File: config.mk
export PLATFORM = sky130hd
export DESIGN_NAME = h264_intra8x8cc_feeder_flat
export DESIGN_NICKNAME = d
export VERILOG_FILES = /design/src/rtl/h264_feeder_pkg.sv /design/src/rtl/h264_intra8x8cc_feeder_if.sv /design/src/rtl/h264_feeder_bank_ram.sv /design/src/rtl/h264_intra8x8cc_feeder.sv /design/src/flat_wrapper.sv
export SDC_FILE = /design/constraint.sdc
export NUM_CORES = 2
export LEC_CHECK = 0
export ABC_AREA = 1
export CORE_UTILIZATION = 45
export CTS_CLUSTER_DIAMETER = 50
export DETAILED_ROUTE_END_ITERATION = 8
export PLACE_DENSITY = 0.63
export SYNTH_ARGS = -nofsm -noshare
export SYNTH_HDL_FRONTEND = slang
export SYNTH_SLANG_ARGS = --single-unit
File: constraint.sdc
create_clock -name CLK2 -period 5.4 [get_ports CLK2]
set_input_delay 0.81 -clock CLK2 [delete_from_list [all_inputs] [get_ports CLK2]]
set_output_delay 0.81 -clock CLK2 [all_outputs]
set_load 0.02 [all_outputs]
File: src/rtl/h264_feeder_pkg.sv
// rtl/h264_feeder_pkg.sv - shared constants, drain states and reorder map for the intra 8x8 chroma feeder
package h264_feeder_pkg;

    localparam int MB_WORDS = 32;

    typedef enum logic [1:0] {
        IDLE = 2'd0,
        WAIT = 2'd1,
        SEND = 2'd2
    } drain_state_t;

    // Read index -> raster word address: {comp, by, rib[1:0], bx}
    function automatic logic [4:0] reorder_addr(input logic [4:0] r);
        return {r[4], r[3], r[1:0], r[2]};
    endfunction

endpackage

File: src/rtl/h264_intra8x8cc_feeder_if.sv
// rtl/h264_intra8x8cc_feeder_if.sv - pixel input and predictor output signals of the chroma feeder
interface h264_intra8x8cc_feeder_if;
    logic        SLICESTART;
    logic        PIXVALID;
    logic [31:0] PIXI;
    logic        PIXREADY;
    logic        READYI;
    logic        STROBEI;
    logic [31:0] DATAI;
    logic        NEWLINE;
    logic        NEWSLICE;

    modport master (
        output SLICESTART, PIXVALID, PIXI, READYI,
        input  PIXREADY, STROBEI, DATAI, NEWLINE, NEWSLICE
    );

    modport slave (
        input  SLICESTART, PIXVALID, PIXI, READYI,
        output PIXREADY, STROBEI, DATAI, NEWLINE, NEWSLICE
    );
endinterface

File: src/rtl/h264_feeder_bank_ram.sv
// rtl/h264_feeder_bank_ram.sv - 64x32 simple dual-port RAM, bank select in address MSB, synchronous read
module h264_feeder_bank_ram (
    input  logic        clk,
    input  logic        we,
    input  logic [5:0]  waddr,
    input  logic [31:0] wdata,
    input  logic [5:0]  raddr,
    output logic [31:0] rdata
);
    logic [31:0] mem [64];

    always_ff @(posedge clk) begin
        if (we) begin
            mem[waddr] <= wdata;
        end
        rdata <= mem[raddr];
    end
endmodule

File: src/rtl/h264_intra8x8cc_feeder.sv
// rtl/h264_intra8x8cc_feeder.sv - double-buffered raster-to-4x4 reorder feeder for the intra 8x8 chroma predictor
// Optional MB counter output enabled by FEEDER_STATS_EN.
module h264_intra8x8cc_feeder
    import h264_feeder_pkg::*;
#(
    parameter int MB_WIDTH = 22
) (
    input  logic CLK2,
    input  logic RESET,
    h264_intra8x8cc_feeder_if.slave bus
`ifdef FEEDER_STATS_EN
    ,
    output logic [15:0] MBCOUNT
`endif
);
    localparam int MBX_W = (MB_WIDTH > 1) ? $clog2(MB_WIDTH) : 1;

    drain_state_t state, state_d;

    logic             in_en;
    logic             wr_bank, rd_bank;
    logic [4:0]       wr_cnt, rd_cnt;
    logic [1:0]       full, tag;
    logic             pending;
    logic [MBX_W-1:0] mbx, mbx_eff;
    logic             accept, wr_last, rd_last, sending;
    logic [31:0]      ram_rdata;
    logic             s1_valid, s1_first, s1_line, s1_slice, s1_last;

    assign accept       = bus.PIXVALID & bus.PIXREADY;
    assign wr_last      = accept && (wr_cnt == 5'(MB_WORDS - 1));
    assign sending      = (state == SEND);
    assign rd_last      = sending && (rd_cnt == 5'(MB_WORDS - 1));
    assign bus.PIXREADY = in_en & ~(&full);
    // A slice always starts a picture row, so a tagged MB restarts the column count
    assign mbx_eff      = tag[rd_bank] ? '0 : mbx;

    h264_feeder_bank_ram u_ram (
        .clk   (CLK2),
        .we    (accept),
        .waddr ({wr_bank, wr_cnt}),
        .wdata (bus.PIXI),
        .raddr ({rd_bank, reorder_addr(rd_cnt)}),
        .rdata (ram_rdata)
    );

    always_comb begin
        state_d = state;
        case (state)
            IDLE: if (|full) state_d = WAIT;
            WAIT: if (bus.READYI) state_d = SEND;
            SEND: begin
                if (rd_cnt == 5'(MB_WORDS - 1)) begin
                    if (full[~rd_bank] && bus.READYI) state_d = SEND;
                    else if (full[~rd_bank])          state_d = WAIT;
                    else                              state_d = IDLE;
                end
            end
            default: state_d = IDLE;
        endcase
    end

    always_ff @(posedge CLK2 or posedge RESET) begin
        if (RESET) begin
            state <= IDLE;
        end else begin
            state <= state_d;
        end
    end

    always_ff @(posedge CLK2 or posedge RESET) begin
        if (RESET) begin
            in_en   <= 1'b0;
            wr_bank <= 1'b0;
            wr_cnt  <= '0;
            pending <= 1'b0;
            tag     <= '0;
            full    <= '0;
            rd_bank <= 1'b0;
            rd_cnt  <= '0;
            mbx     <= '0;
        end else begin
            in_en <= 1'b1;
            if (bus.SLICESTART) begin
                pending <= 1'b1;
            end
            if (accept) begin
                wr_cnt <= wr_cnt + 5'd1;
                if (wr_cnt == 5'd0) begin
                    tag[wr_bank] <= pending | bus.SLICESTART;
                    pending      <= 1'b0;
                end
                if (wr_last) begin
                    wr_bank       <= ~wr_bank;
                    full[wr_bank] <= 1'b1;
                end
            end
            // The write bank is never the bank being drained, so these bits never collide
            if (sending) begin
                rd_cnt <= rd_cnt + 5'd1;
                if (rd_last) begin
                    rd_bank       <= ~rd_bank;
                    full[rd_bank] <= 1'b0;
                    mbx           <= (mbx_eff == MBX_W'(MB_WIDTH - 1)) ? '0 : mbx_eff + 1'b1;
                end
            end
        end
    end

    // Stage 1 aligns the flags with the synchronous RAM read; stage 2 drives the outputs
    always_ff @(posedge CLK2 or posedge RESET) begin
        if (RESET) begin
            s1_valid     <= 1'b0;
            s1_first     <= 1'b0;
            s1_line      <= 1'b0;
            s1_slice     <= 1'b0;
            s1_last      <= 1'b0;
            bus.STROBEI  <= 1'b0;
            bus.DATAI    <= '0;
            bus.NEWLINE  <= 1'b0;
            bus.NEWSLICE <= 1'b0;
        end else begin
            s1_valid     <= sending;
            s1_first     <= sending && (rd_cnt == 5'd0);
            s1_line      <= (mbx_eff == '0);
            s1_slice     <= tag[rd_bank];
            s1_last      <= rd_last;
            bus.STROBEI  <= s1_valid;
            bus.DATAI    <= s1_valid ? ram_rdata : '0;
            bus.NEWLINE  <= s1_valid & s1_first & s1_line;
            bus.NEWSLICE <= s1_valid & s1_first & s1_slice;
        end
    end

`ifdef FEEDER_STATS_EN
    always_ff @(posedge CLK2 or posedge RESET) begin
        if (RESET) begin
            MBCOUNT <= '0;
        end else if (s1_valid && s1_last) begin
            MBCOUNT <= MBCOUNT + 16'd1;
        end
    end
`endif

endmodule

File: src/flat_wrapper.sv
// flat-port wrapper written by rule: the top's interface ports become plain ports
module h264_intra8x8cc_feeder_flat import h264_feeder_pkg::*;
#(
    parameter int MB_WIDTH = 22
)
  (CLK2, RESET, bus_SLICESTART, bus_PIXVALID, bus_PIXI, bus_READYI, bus_PIXREADY, bus_STROBEI, bus_DATAI, bus_NEWLINE, bus_NEWSLICE);
  h264_intra8x8cc_feeder_if bus_i ();
  input  logic CLK2;
  input  logic RESET;
  input wire logic [$bits(bus_i.SLICESTART)-1:0] bus_SLICESTART;
  input wire logic [$bits(bus_i.PIXVALID)-1:0] bus_PIXVALID;
  input wire logic [$bits(bus_i.PIXI)-1:0] bus_PIXI;
  input wire logic [$bits(bus_i.READYI)-1:0] bus_READYI;
  output wire logic [$bits(bus_i.PIXREADY)-1:0] bus_PIXREADY;
  output wire logic [$bits(bus_i.STROBEI)-1:0] bus_STROBEI;
  output wire logic [$bits(bus_i.DATAI)-1:0] bus_DATAI;
  output wire logic [$bits(bus_i.NEWLINE)-1:0] bus_NEWLINE;
  output wire logic [$bits(bus_i.NEWSLICE)-1:0] bus_NEWSLICE;
  assign bus_i.SLICESTART = bus_SLICESTART;
  assign bus_i.PIXVALID = bus_PIXVALID;
  assign bus_i.PIXI = bus_PIXI;
  assign bus_i.READYI = bus_READYI;
  assign bus_PIXREADY = bus_i.PIXREADY;
  assign bus_STROBEI = bus_i.STROBEI;
  assign bus_DATAI = bus_i.DATAI;
  assign bus_NEWLINE = bus_i.NEWLINE;
  assign bus_NEWSLICE = bus_i.NEWSLICE;
  h264_intra8x8cc_feeder #(.MB_WIDTH(MB_WIDTH)) u_core (.CLK2(CLK2), .RESET(RESET), .bus(bus_i));
endmodule
; ---- Word-level counts from Yosys, hierarchy flattened
; Memory sizes are Yosys's and may differ from the RTL's. A register that Yosys moved wholly into a read port is not among the register bits.
; Index checks and enable logic that the tools add are counted.
[classes]
bitwise = 12
n_lt_le_gt_ge = 5
n_eq_ne = 8
addsub = 3
muxes = 27
n_reduce_logical = 16
[ops]
columns = cell, n
row1 = 2-to-1 mux 32 bit, 1
row2 = 2-to-1 mux 2 bit, 8
row3 = "adder 5 x 1 -> 5 bit, second input constant", 3
row4 = "== test 5 bit, second input constant", 3
row5 = logical NOT 5 bit, 3
row6 = 2-to-1 mux 1 bit, 12
row7 = 2-to-1 mux 5 bit, 2
row8 = AND reduction 2 bit, 4
row9 = logical AND 1 bit, 6
row10 = "< comparator 1 x 2 -> 1 bit, second input constant", 3
row11 = one-hot mux 2 bit (3 select lines), 1
row12 = bitwise AND 1 bit, 5
row13 = "inequality test 2 bit, second input constant", 2
row14 = NOT 1 bit, 3
row15 = AND reduction 3 bit, 1
row16 = bitwise AND 2 bit, 1
row17 = bitwise mux 2 bit, 1
row18 = demux 1 bit (select 1 bit), 2
row19 = "== test 2 x 1 -> 1 bit, second input constant", 1
row20 = "== test 2 bit, second input constant", 1
row21 = ">= comparator 1 bit, second input constant", 2
row22 = logical NOT 2 bit, 1
row23 = "inequality test 2 x 1 -> 1 bit, second input constant", 1
row24 = NOT 2 bit, 1
row25 = other kinds (3), 3
[totals]
inputBits = 37
mem_bits_rw = 2048
reg_bits = 64
n_memories = 1
[mem_list]
columns = name, words, word_bits, rd, rd_ports_with_merged_regs, wr, line_no
row1 = u_core.u_ram.mem, 64, 32, 1, 1, 1, h264_feeder_bank_ram.sv:10  ; logic [31:0] mem [64];

; ---- Depth between registers and ports, before layout
[depth]
ltp_word = 10
depth_mapped = 13
ltp_nobuf = 11

; ---- Hierarchy
; A second synthesis with hierarchy kept.
[unflattened]
hier_cells = 7050
area_unflattened_um2 = 85408.2
[modules_own_cells]
columns = module, instances, area_per_inst_um2, cells_each, seq_area_each_um2
row1 = h264_feeder_bank_ram, 1, 82738.1, 6769, 62139.6
row2 = h264_intra8x8cc_feeder, 1, 2670.1, 281, 1601.5

; ---- Worst setup path after synthesis
; No wires, ideal clock.
[synth_timing]
path_kind = reg-to-reg
start = register u_core.full[0]
end = memory u_core.u_ram.mem[23][0], enable pin
required_time_ns = 4.939
arrival_time_ns = 3.397
path_slack_ns = 1.542
setup_ns = 0.461
path_stages_with_launch = 4
path_cell_list = dfrtp_1 -> a21oi_1 -> nand2_1 -> nor3_1
[synth_between]
elab_chain_cells = 6
[synth_rtl]
columns = element, line_no
row1 = from (decl), h264_intra8x8cc_feeder.sv:23  ; logic [1:0] full, tag;
row2 = from (signal assigned), h264_intra8x8cc_feeder.sv:78  ; full <= '0;
row3 = "from (signal, indexed assignment)", h264_intra8x8cc_feeder.sv:95  ; full[wr_bank] <= 1'b1;
row4 = "from (signal, indexed assignment)", h264_intra8x8cc_feeder.sv:103  ; full[rd_bank] <= 1'b0;
row5 = AND reduction 2 bit, h264_intra8x8cc_feeder.sv:34  ; assign bus.PIXREADY = in_en & ~(&full);
row6 = NOT 1 bit, h264_intra8x8cc_feeder.sv:34
row7 = bitwise AND 1 bit, h264_intra8x8cc_feeder.sv:34
row8 = net bus_PIXREADY, flat_wrapper.sv:14  ; output wire logic [$bits(bus_i.PIXREADY)-1:0] bus_PIXREADY;
row9 = bitwise AND 1 bit, h264_intra8x8cc_feeder.sv:30  ; assign accept = bus.PIXVALID & bus.PIXREADY;
row10 = 2-to-1 mux 1 bit, h264_feeder_bank_ram.sv:13  ; if (we) begin
row11 = 2-to-1 mux 1 bit (implied by the code), h264_feeder_bank_ram.sv:14  ; mem[waddr] <= wdata;
row12 = to (decl), h264_feeder_bank_ram.sv:10
; The timed path passes the listed nets, and every way through them passes these cells.

==> run metrics <==
Leak Pwr 33.7 nW; total CTS buffers ~210; skew final between 0.03 and 0.04 ns; Routed Antenna Nets 0; Synth async-reset ratio about 3.0%; initial core utilization a little under half; drt drc 10; CORE AREA 188000 sq um; Slew Viols, Final 0; number of synthesized flops with an enable pin 2048; grt ovf 0; r2r startpoint u_core.rd_cnt[2]$_DFFE_PP0P_; CP arrival between 4 and 5 ns; final setup vio count 0; VDD IR-drop max around 0.43 mV; Cell Area, Placed 88600 sq um; total track usage about a quarter; total number of vias around 55k; distinct cell type count of the synthesized netlist 28; initial detailed-routing violation count 7990; Worst-Skew Late Latency ~0.85 ns; CTS tree built; failing checks DRC; proportion of layout cells with a drive suffix above 1 about 7.5%; MaxCap Viol Count 0; Hold Crit Start bus_PIXI[4]; status complete, but fails checks; post-DR wirelength/cell 25.3 um; CP startpoint kind flip-flop; fmax between 200 and 300 MHz; Finished Cell Area between 90000 and 100000 sq um; Worst-Margin Slew around 1.2 ns; P&R area growth vs syn 12.1%; Synth warnings 0; final WL around 250000 um; cts repair resizes 0; Die Height roughly 440 um; Crit Path Category reg -> reg; worst hold path type in -> reg; Slew Limit Headroom between 15 and 20%; fin nets ~7.1k; vias in the first global route approximately 52k; via density per instance 5.71; syn_nets approximately 7.1k; DRT Pass-1 Iters 8; Die X about 440 um; Final Hold Viols 0; postcts setup bufs 0; crit path from u_core.rd_cnt[2]$_DFFE_PP0P_; quantity of hold-fixing buffers added after cts 0; Syn Std Cell Area ~85000 sq um; RD Place Congestion 0.930; I/O Pins 73; final core utilization 50.8%; clock root buffer clkbuf_16; Clock Sinks roughly 2.1k; die area 191000 sq um; Avg Inst Size Synth 12.1 sq um; CP Max Fanout between 200 and 250; initial antenna violation count 11; Setup TNS 0 ns; CTS max path bufs 3; Post-DP HPWL about 130000 um; Post-Syn Instances roughly 7k; RSZ-0062 raised after global routing false; H-tree depth 4; IO Port Bufs 72; Pwr Density 438 nW/um^2; number of synthesized register bits ~2.1k; fin crit share a little under three quarters; total power approximately 42 mW; CP endpoint kind flip-flop; global-route wire length before repair between 300000 and 400000 um; R2R setup slack around 1.6 ns; CTS clock-pin slew for the worst setup and hold paths 0.06 ns; Synth Flop Type edfxtp_1; sequential area share after synthesis 74.8%; # rows ~160; crit path time final between 3 and 4 ns; Critical Path RT ~6.1 ns; largest net degree at the start of global routing 220; fill count roughly 16k
-- placed cells by master (no fill, tap or decap), drive strengths merged, types with 5 or more instances in the layout --
cell type | Yosys | layout
inv | 61 | 74
dfrtp | 64 | 64
dfxtp | 32 | 32
clkinv | 4 | 84
edfxtp | 2048 | 2048
ha | 9 | 9
o21ai | 12 | 12
a21oi | 5 | 5
clkbuf | 100 | 290
nor3 | 6 | 6
nand2 | 2400 | 2400
nand4 | 8 | 8
nand3 | 1867 | 1867
bufinv | 0 | 15
clkdlybuf4s50 | 0 | 40
nor2 | 80 | 80
buf | 354 | 157
xor2 | 9 | 9
-- state kept, by name, indices dropped and copies added, names as in the netlist, 2 cells and up --
signal / flops
u_core.tag: 2
u_core.full: 2
u_core.u_ram.rdata: 32
u_core.state: 2
u_core.wr_cnt: 5
u_core.u_ram.mem: 2048
u_core.bus.DATAI: 32
u_core.rd_cnt: 5
u_core.mbx: 5
-- path summary, 6_finish.rpt --
check / end / cells after the start
max in group asynchronous: u_core.rd_cnt[1]$_DFFE_PP0P_ / 3
setup reg to reg: u_core.u_ram.rdata[22]$_DFF_P_ / 10
min in group asynchronous: u_core.s1_line$_DFF_PP0_ / 2
hold / removal: u_core.u_ram.mem[15][4]$_DFFE_PP_ / 1
hold reg to reg: u_core.bus.DATAI[23]$_DFF_PP0_ / 2
setup / recovery: u_core.u_ram.rdata[22]$_DFF_P_ / 10
-- cell usage after synthesis, drive strengths merged (6+ instances only) --
cell | number | area share, %
inv | 61 | 0.27
edfxtp | 2048 | 72
nor3 | 6 | 0.035
buf | 354 | 2.2
xor2 | 9 | 0.092
o21ai | 12 | 0.070
nand4 | 8 | 0.059
dfrtp | 64 | 1.9
nand3 | 1867 | 11
clkbuf | 100 | 0.44
nand2 | 2400 | 11
dfxtp | 32 | 0.75
ha | 9 | 0.13
nor2 | 80 | 0.36
-- layer usage --
| layer | vias to the layer above | routed length, um | track usage [%] |
|---|---|---|---|
| met2 | 2922 | 111000 | 37.7 |
| met4 | 2 | 9200 | 9.38 |
| met5 | - | 13 | 0 |
| met3 | 383 | 25900 | 5.24 |
| li1 | 24900 | - | - |
| met1 | 27200 | 99700 | 36.5 |
-- critical path, stage by stage (launching register included) --
cell and delay, ns:
dfrtp_4 0.94, clkinv_16 0.59, buf_4 0.56, nand2_1 0.10, nand3_1 0.07, nand3_1 0.25, nand3_1 0.25, nand2_1 0.14
nand2_1 0.12, nand3_1 0.23, nand2_1 0.08
-- cells by family (layout without fill, tap and decap cells) --
| kind of cell | count (synthesis) | in the layout | share of synthesized area (%) |
|---|---|---|---|
| DFF | 2144 | 2144 | 74.8 |
| adders and majority gates | 9 | 9 | 0.132 |
| AOI/OAI and AO/OA | 21 | 21 | 0.129 |
| other | 1 | 3 | 0.00440 |
| buffers and inverters | 519 | 661 | 2.89 |
| and+or+nand+nor | 4363 | 4363 | 22.0 |
| xor gates and xnor gates | 10 | 10 | 0.103 |
-- cell type report --
type | instances | area (sq um) | area share (%)
inverter | 65 | 292 | 0.305
antenna | 2 | 5.00 | 0.00524
timing repair buffer | 197 | 1870 | 1.95
multi-input combinational | 4404 | 19500 | 20.4
sequential | 2144 | 63800 | 66.7
clock buffer | 290 | 5930 | 6.20
clock inverter | 109 | 1050 | 1.10
tap | 2495 | 3120 | 3.27
-- where the power goes --
| part | total [mW] | internal [mW] | switching [mW] |
|---|---|---|---|
| Clock | 14.8 | 8.43 | 6.33 |
| Combinational | 8.24 | 1.94 | 6.30 |
| Sequential | 18.9 | 18.7 | 0.217 |
-- metrics by stage --
step	instances	hold WS (ns)	setup WS (ns)
3_5_place_dp	9305	0.402	1.09
6_report	9706	0.213	1.57
4_1_cts	9704	0.183	1.79
5_1_grt	9704	0.200	1.46
2_1_floorplan	7067	0.352	1.54
3_3_place_gp	9305	0.402	1.10
(Power assumes the default switching activity.)
